<file path="config.mk">
export PLATFORM = sky130hd
export DESIGN_NAME = mem_port_arbiter
export DESIGN_NICKNAME = d
export VERILOG_FILES = /design/src/rtl/mem_port_arbiter.sv
export SDC_FILE = /design/constraint.sdc
export NUM_CORES = 1
export LEC_CHECK = 0
export CORE_ASPECT_RATIO = 1.5
export CORE_MARGIN = 4
export CORE_UTILIZATION = 38
export CTS_CLUSTER_SIZE = 24
export DETAILED_ROUTE_END_ITERATION = 10
export HOLD_SLACK_MARGIN = 0.08
export PLACE_DENSITY = 0.86
export SLEW_MARGIN = 20
export SYNTH_ARGS = -nofsm -noshare
export SYNTH_HDL_FRONTEND = slang
export SYNTH_SLANG_ARGS = --single-unit
</file>
<file path="constraint.sdc">
create_clock -name Clk -period 4.9 [get_ports Clk]
set_input_delay 0.735 -clock Clk [delete_from_list [all_inputs] [get_ports Clk]]
set_output_delay 0.735 -clock Clk [all_outputs]
set_load 0.01 [all_outputs]
</file>
<file path="src/rtl/mem_port_arbiter.sv">
`default_nettype none
// ============================================================================
// Module   : mem_port_arbiter
// Purpose  : Shares one synchronous memory port between fetch and data
//            requesters with an ISSUE/DONE sequence and alternating grants.
// Revision : 1.0 - initial release
// ============================================================================
module mem_port_arbiter #(
    parameter int ADDR_W = 32,
    parameter int DATA_W = 32,
    parameter int CNT_W  = 16
) (
    input  logic              Clk,
    input  logic              Reset,
    input  logic              IReq,
    input  logic [ADDR_W-1:0] IAddr,
    output logic              IReady,
    output logic [DATA_W-1:0] IData,
    input  logic              DReq,
    input  logic              DWrite,
    input  logic [ADDR_W-1:0] DAddr,
    input  logic [DATA_W-1:0] DWData,
    output logic              DReady,
    output logic [DATA_W-1:0] DRData,
    output logic [ADDR_W-1:0] MemAddr,
    output logic [DATA_W-1:0] MemWData,
    output logic              MemRead,
    output logic              MemWrite,
    input  logic [DATA_W-1:0] MemRData,
    output logic              Busy,
    output logic [CNT_W-1:0]  ICount,
    output logic [CNT_W-1:0]  DCount
);

    typedef enum logic [1:0] {
        S_IDLE  = 2'd0,
        S_ISSUE = 2'd1,
        S_DONE  = 2'd2
    } state_t;

    state_t            r_state;
    state_t            w_state_nxt;
    logic              w_load;
    logic              w_load_d;
    logic              r_owner_d;
    logic              r_wr;
    logic [ADDR_W-1:0] r_addr;
    logic [DATA_W-1:0] r_wdata;
    logic [DATA_W-1:0] r_idata;
    logic [DATA_W-1:0] r_drdata;
    logic [CNT_W-1:0]  r_icnt;
    logic [CNT_W-1:0]  r_dcnt;
    logic              w_iready;
    logic              w_dready;

    // In DONE the owner's own request is still high, so only the other port
    // is considered; this is what forces alternation under contention.
    always_comb begin
        w_state_nxt = r_state;
        w_load      = 1'b0;
        w_load_d    = 1'b0;
        case (r_state)
            S_IDLE: begin
                if (DReq) begin
                    w_state_nxt = S_ISSUE;
                    w_load      = 1'b1;
                    w_load_d    = 1'b1;
                end else if (IReq) begin
                    w_state_nxt = S_ISSUE;
                    w_load      = 1'b1;
                end
            end
            S_ISSUE: w_state_nxt = S_DONE;
            S_DONE: begin
                if (r_owner_d && IReq) begin
                    w_state_nxt = S_ISSUE;
                    w_load      = 1'b1;
                end else if (!r_owner_d && DReq) begin
                    w_state_nxt = S_ISSUE;
                    w_load      = 1'b1;
                    w_load_d    = 1'b1;
                end else begin
                    w_state_nxt = S_IDLE;
                end
            end
            default: w_state_nxt = S_IDLE;
        endcase
    end

    always_ff @(posedge Clk or posedge Reset) begin
        if (Reset) begin
            r_state   <= S_IDLE;
            r_owner_d <= 1'b0;
            r_wr      <= 1'b0;
            r_addr    <= '0;
            r_wdata   <= '0;
            r_idata   <= '0;
            r_drdata  <= '0;
            r_icnt    <= '0;
            r_dcnt    <= '0;
        end else begin
            r_state <= w_state_nxt;
            if (w_load) begin
                r_owner_d <= w_load_d;
                r_addr    <= w_load_d ? DAddr : IAddr;
                r_wr      <= w_load_d & DWrite;
                if (w_load_d) begin
                    r_wdata <= DWData;
                end
            end
            if (w_iready) begin
                r_idata <= MemRData;
                if (r_icnt != {CNT_W{1'b1}}) begin
                    r_icnt <= r_icnt + 1'b1;
                end
            end
            if (w_dready) begin
                if (!r_wr) begin
                    r_drdata <= MemRData;
                end
                if (r_dcnt != {CNT_W{1'b1}}) begin
                    r_dcnt <= r_dcnt + 1'b1;
                end
            end
        end
    end

    // Strobes and Ready decode from state so an asynchronous reset drops them at once.
    assign w_iready = (r_state == S_DONE) && !r_owner_d;
    assign w_dready = (r_state == S_DONE) &&  r_owner_d;

    assign IReady   = w_iready;
    assign DReady   = w_dready;
    assign IData    = w_iready ? MemRData : r_idata;
    assign DRData   = (w_dready && !r_wr) ? MemRData : r_drdata;
    assign MemAddr  = r_addr;
    assign MemWData = r_wdata;
    assign MemRead  = (r_state == S_ISSUE) && !(r_owner_d && r_wr);
    assign MemWrite = (r_state == S_ISSUE) &&  (r_owner_d && r_wr);
    assign Busy     = (r_state != S_IDLE);
    assign ICount   = r_icnt;
    assign DCount   = r_dcnt;

endmodule
`default_nettype wire

</file>
# [After elaboration in Yosys (flattened, before gate mapping)]
# Index checks and enable logic that the tools add are counted.
[totals] word_cells=51 output_inout_bits=165 in_bits=133 regBits=164
[op_classes] eq_ne=5 add_sub_neg=2 reduce_logical=17 n_bitwise=2 mux=16
[op_table] operator="32-bit two-way mux" n=3
[op_table] operator="16-bit by 1-bit adder with 16-bit output, second input constant" n=2
[op_table] operator="16-bit inequality test, second input constant" n=2
[op_table] operator="1-bit logical AND" n=8
[op_table] operator="1-bit two-way mux" n=8
[op_table] operator="2-bit AND reduction" n=4
[op_table] operator="2-bit case mux with 3 select lines" n=1
[op_table] operator="2-bit two-way mux" n=2
[op_table] operator="1-bit case mux with 2 select lines" n=2
[op_table] operator="1-bit logical NOT" n=3
[op_table] operator="3-bit inequality test, second input constant" n=1
[op_table] operator="2-bit by 1-bit equality test with 1-bit output, second input constant" n=1
[op_table] operator="2-bit equality test, second input constant" n=1
[op_table] operator="2-bit logical NOT" n=1
[op_table] operator="2-bit nonzero test" n=1
[op_table] operator="1-bit bitwise AND" n=1
[op_table] operator="1-bit inverter" n=1

# [Depth between registers and ports, before layout]
[depth] depth_word=6 depth_mapped=6 depth_no_buf=5

# [Least setup slack after synthesis]
# No wires, ideal clock.
[synth_timing] path_kind="flip-flop to output port" from="reg r_owner_d" to="out IData[22]" path_slack_ns=2.579 required_time_ns=4.165 path_stages_with_launch=7 arrival_ns=1.586 cell_sequence="dfrtp_1 > or3b_4 > buf_6 > inv_2 > clkbuf_1 > nand2_1 > nand2_1"
[synth_between] elab_chain_cells=3
[synth_lines] element="from (decl)" line_no="45" rtl="logic r_owner_d;"
[synth_lines] element="from (signal assigned)" line_no="104" rtl="r_owner_d <= w_load_d;"
[synth_lines] element="1-bit logical NOT" line_no="129" rtl="assign w_iready = (r_state == S_DONE) && !r_owner_d;"
[synth_lines] element="1-bit logical AND" line_no="129"
[synth_lines] element="net IReady" line_no="17" rtl="output logic IReady,"
[synth_lines] element="32-bit two-way mux"
[synth_lines] element="to (decl)" line_no="18" rtl="output logic [DATA_W-1:0] IData,"
# The timed path passes the listed nets, and every way through them passes these cells.

# [Worst setup path in the final report]
[layout_timing] from="reg r_state[0]" to="out DRData[30]"
[layout_between] elab_chain_cells=4
[layout_lines] element="from (decl)" line_no="41" rtl="state_t r_state;"
[layout_lines] element="from (signal assigned)" line_no="102" rtl="r_state <= w_state_nxt;"
[layout_lines] element="2-bit equality test" line_no="130" rtl="assign w_dready = (r_state == S_DONE) && r_owner_d;"
[layout_lines] element="1-bit logical AND" line_no="130"
[layout_lines] element="1-bit logical AND" line_no="135" rtl="assign DRData = (w_dready && !r_wr) ? MemRData : r_drdata;"
[layout_lines] element="32-bit two-way mux" line_no="135"
[layout_lines] element="to (decl)" line_no="24" rtl="output logic [DATA_W-1:0] DRData,"
# Every way passes these cells.

==> flow_summary.rst <==
.. list-table::
   :header-rows: 1

   * - Metric
     - Value
   * - Outcome
     - completed
   * - # Max-Cap Violations
     - 0
   * - Proportion of netlist area held by the largest area contributor
     - around three fifths
   * - CP arrival
     - just under 3 ns
   * - Leakage
     - 4.63 nW
   * - Register area share after synthesis
     - around three fifths
   * - Unrepaired setup endpoints after global routing
     - false
   * - WS Path Type
     - reg2out
   * - PD cells
     - 625 mW/mm^2
   * - Number of gates given a new drive strength after cts
     - 0
   * - Critical path capture point type
     - output port
   * - Total congestion overflow
     - 0
   * - Slew Limit Fails
     - 0
   * - Remaining DRCs
     - 0
   * - Post-detailed-route wirelength per cell
     - 17.7 microns
   * - Number of cells produced by synthesis
     - ~580
   * - Total GRT Usage
     - 19.3%
   * - Unique masters post-synth
     - 36
   * - Slew at the pin closest to its max-slew limit
     - 1.09 ns
   * - H-tree levels
     - 4
   * - Largest fanout on the critical path
     - 32
   * - Diode count
     - 0
   * - Clock tree root driver cell
     - clkbuf_16
   * - Placement Rows
     - 59
   * - Area Overhead vs Synth
     - 56.2%
   * - Hold Vio Cnt, Final
     - 0
   * - Std-Cell Core Area
     - 0.0174 sq mm
   * - Number of port buffers
     - just under 300
   * - Overall die area
     - roughly 0.02 sq mm
   * - WP data required
     - 4.16 ns
   * - Initial cell density of the core
     - 38.8%
   * - Latest clock arrival within the worst-skew pair
     - 0.42 ns
   * - Hold Buf Count CTS
     - 0
   * - Number of synthesized flops with an enable pin
     - 0
   * - Buffer depth of the longest clock path
     - 2
   * - Number of global-route vias before repair
     - 5713
   * - Synth warn
     - 0
   * - Number of antenna violations at the first check in global routing
     - 0
   * - Clock-pin slew on the worst setup and hold paths
     - roughly 0.06 ns
   * - Fill cell total of the finished layout
     - about 1400
   * - Clk sink count
     - 164
   * - Antenna Violating Nets Remaining
     - 0
   * - Final WL
     - slightly below 20 mm
   * - Most used cells in the layout excluding fill and tap cells
     - clkdlybuf4s50_1, dfrtp_1, nand2_1
   * - Final HPWL DP
     - roughly 15 mm
   * - Most common flop cell mapped by yosys
     - dfrtp_1
   * - Type of the worst min-delay path
     - reg2reg
   * - Total Negative Setup Slacks
     - 0 ns
   * - Final core occ
     - between 60% and 70%
   * - Worst-case headroom to the max-slew limit
     - 27.4%
   * - Startpoint types
     - flop
   * - Detailed-router iteration count before antenna repair
     - 4
   * - Number of nets in the final layout
     - 1008
   * - Routed vias/inst
     - 4.87
   * - Average cell area after synthesis
     - 11.7 sq um
   * - Via count
     - 5349
   * - Total of endpoints with negative setup slack in the final report
     - 0
   * - Post-CTS setup-driven buffer insertion count
     - 0
   * - Post-route clock period utilization
     - 75.8%
   * - Wire length of the first global-routing pass
     - 29.8 mm
   * - Peak supply drop
     - 0.379 mV
   * - Inserted Clock Buffers
     - 17
   * - Fmax achieved
     - 269 MHz
   * - Post-Syn Area
     - a little under 0.007 sq mm
   * - Placer congestion estimate
     - 0.895
   * - CTS tree
     - done
   * - Leading post-synthesis cells by cell area
     - dfrtp_1, mux2_2, nand2_1, mux2i_1, a21oi_1
   * - Fraction of layout instances using a drive strength above 1
     - a little over an eighth
   * - Die height
     - around 170 microns
   * - Post-route clock skew
     - 0.0109 ns
   * - Flops & latches, synth
     - 164
   * - Fraction of registers with async set or reset after synthesis
     - 100%
   * - Largest area contributor in the synthesized netlist
     - dfrtp_1
   * - Post-Synthesis Net Count
     - 711
   * - Maximum number of pins on one net before global-route repair
     - between 150 and 200
   * - Commonest non-fill, non-tap cell in the layout
     - clkdlybuf4s50_1
   * - Starting DRC count in detailed routing
     - 223
   * - I/O Pins
     - 298
   * - Post-layout minimum cycle time
     - 3.72 ns
   * - Die X-Extent
     - 117 microns
power breakdown:
part	switching, W	internal, W
sequential	0.000278	0.00193
combinational	0.00138	0.00171
clock	0.000619	0.000684
state kept, by name, indices dropped and copies added (netlist names):
| signal | flops |
|---|---|
| ICount | 16 |
| DCount | 16 |
| MemWData | 32 |
| r_drdata | 32 |
| r_owner_d | 1 |
| r_idata | 32 |
| r_wr | 1 |
| MemAddr | 32 |
| r_state | 2 |
critical path: stages (launching register included):
cell and delay [ns]:
dfrtp_1 0.44, nand3b_1 0.30, nor2_4 0.85, mux2_2 0.43, clkdlybuf4s50_1 0.52
area by class of cell:
type	instances	area (sq um)	area share, %
clock buffer	17	425	4.03
clock inverter	15	156	1.48
inverter	10	41.3	0.391
multi-input combinational	377	2530	23.9
sequential	164	4100	38.9
tap	213	267	2.52
timing repair buffer	303	3040	28.8
through the flow:
stage	power [W]	hold WS, ns	cells	cell area [sq um]	worst slack, ns
global placement	0.00527	0.454	1067	9980	1.62
finish	0.00661	0.472	1099	10600	1.18
floorplan	0.00359	0.502	576	6770	2.08
CTS	0.00669	0.474	1099	10600	1.12
global route	0.00701	0.501	1099	10600	1.01
detailed placement	0.00536	0.457	1067	9980	1.57
per-layer routing:
metal,vias to the layer above,GRT usage [%],routed length (microns)
met1,2550,21.3,7170
met4,0,9.08,822
li1,2561,-,-
met5,-,0,0
met3,45,5.28,1150
met2,193,34.1,10300
cells by family (layout without fill, tap and decap cells):
logic type,count (synthesis),count (layout),share of synthesized area (%)
compound gates,50,50,4.16
xor+xnor,22,22,2.85
fa+ha+maj,2,2,0.370
buf+inv,35,345,2.28
flops,164,164,60.7
mux,101,101,16.2
simple gates,202,202,13.5
cells in the mapped netlist (all sizes together), types with 6 or more instances:
cell type,n
a21oi,35
mux2,68
nor3,11
xor2,9
xnor2,13
nand2,108
mux2i,33
clkbuf,12
dfrtp,164
o21ai,6
nand4,11
nand3,13
buf,13
inv,10
nor2,39
path summary, 6_finish.rpt:
kind,slack (ns),cells after the start,from,end
setup / recovery,1.18,4,r_state[0],DRData[30]
hold / removal,0.47,2,r_idata[2],r_idata[2]
setup reg to reg,2.60,4,r_state[0],MemAddr[30]
hold reg to reg,0.47,2,r_idata[2],r_idata[2]
max in group asynchronous,3.32,3,Reset,r_drdata[9]
min in group asynchronous,0.88,3,Reset,MemWData[4]
Note: power is estimated with default switching activity, not from simulation.
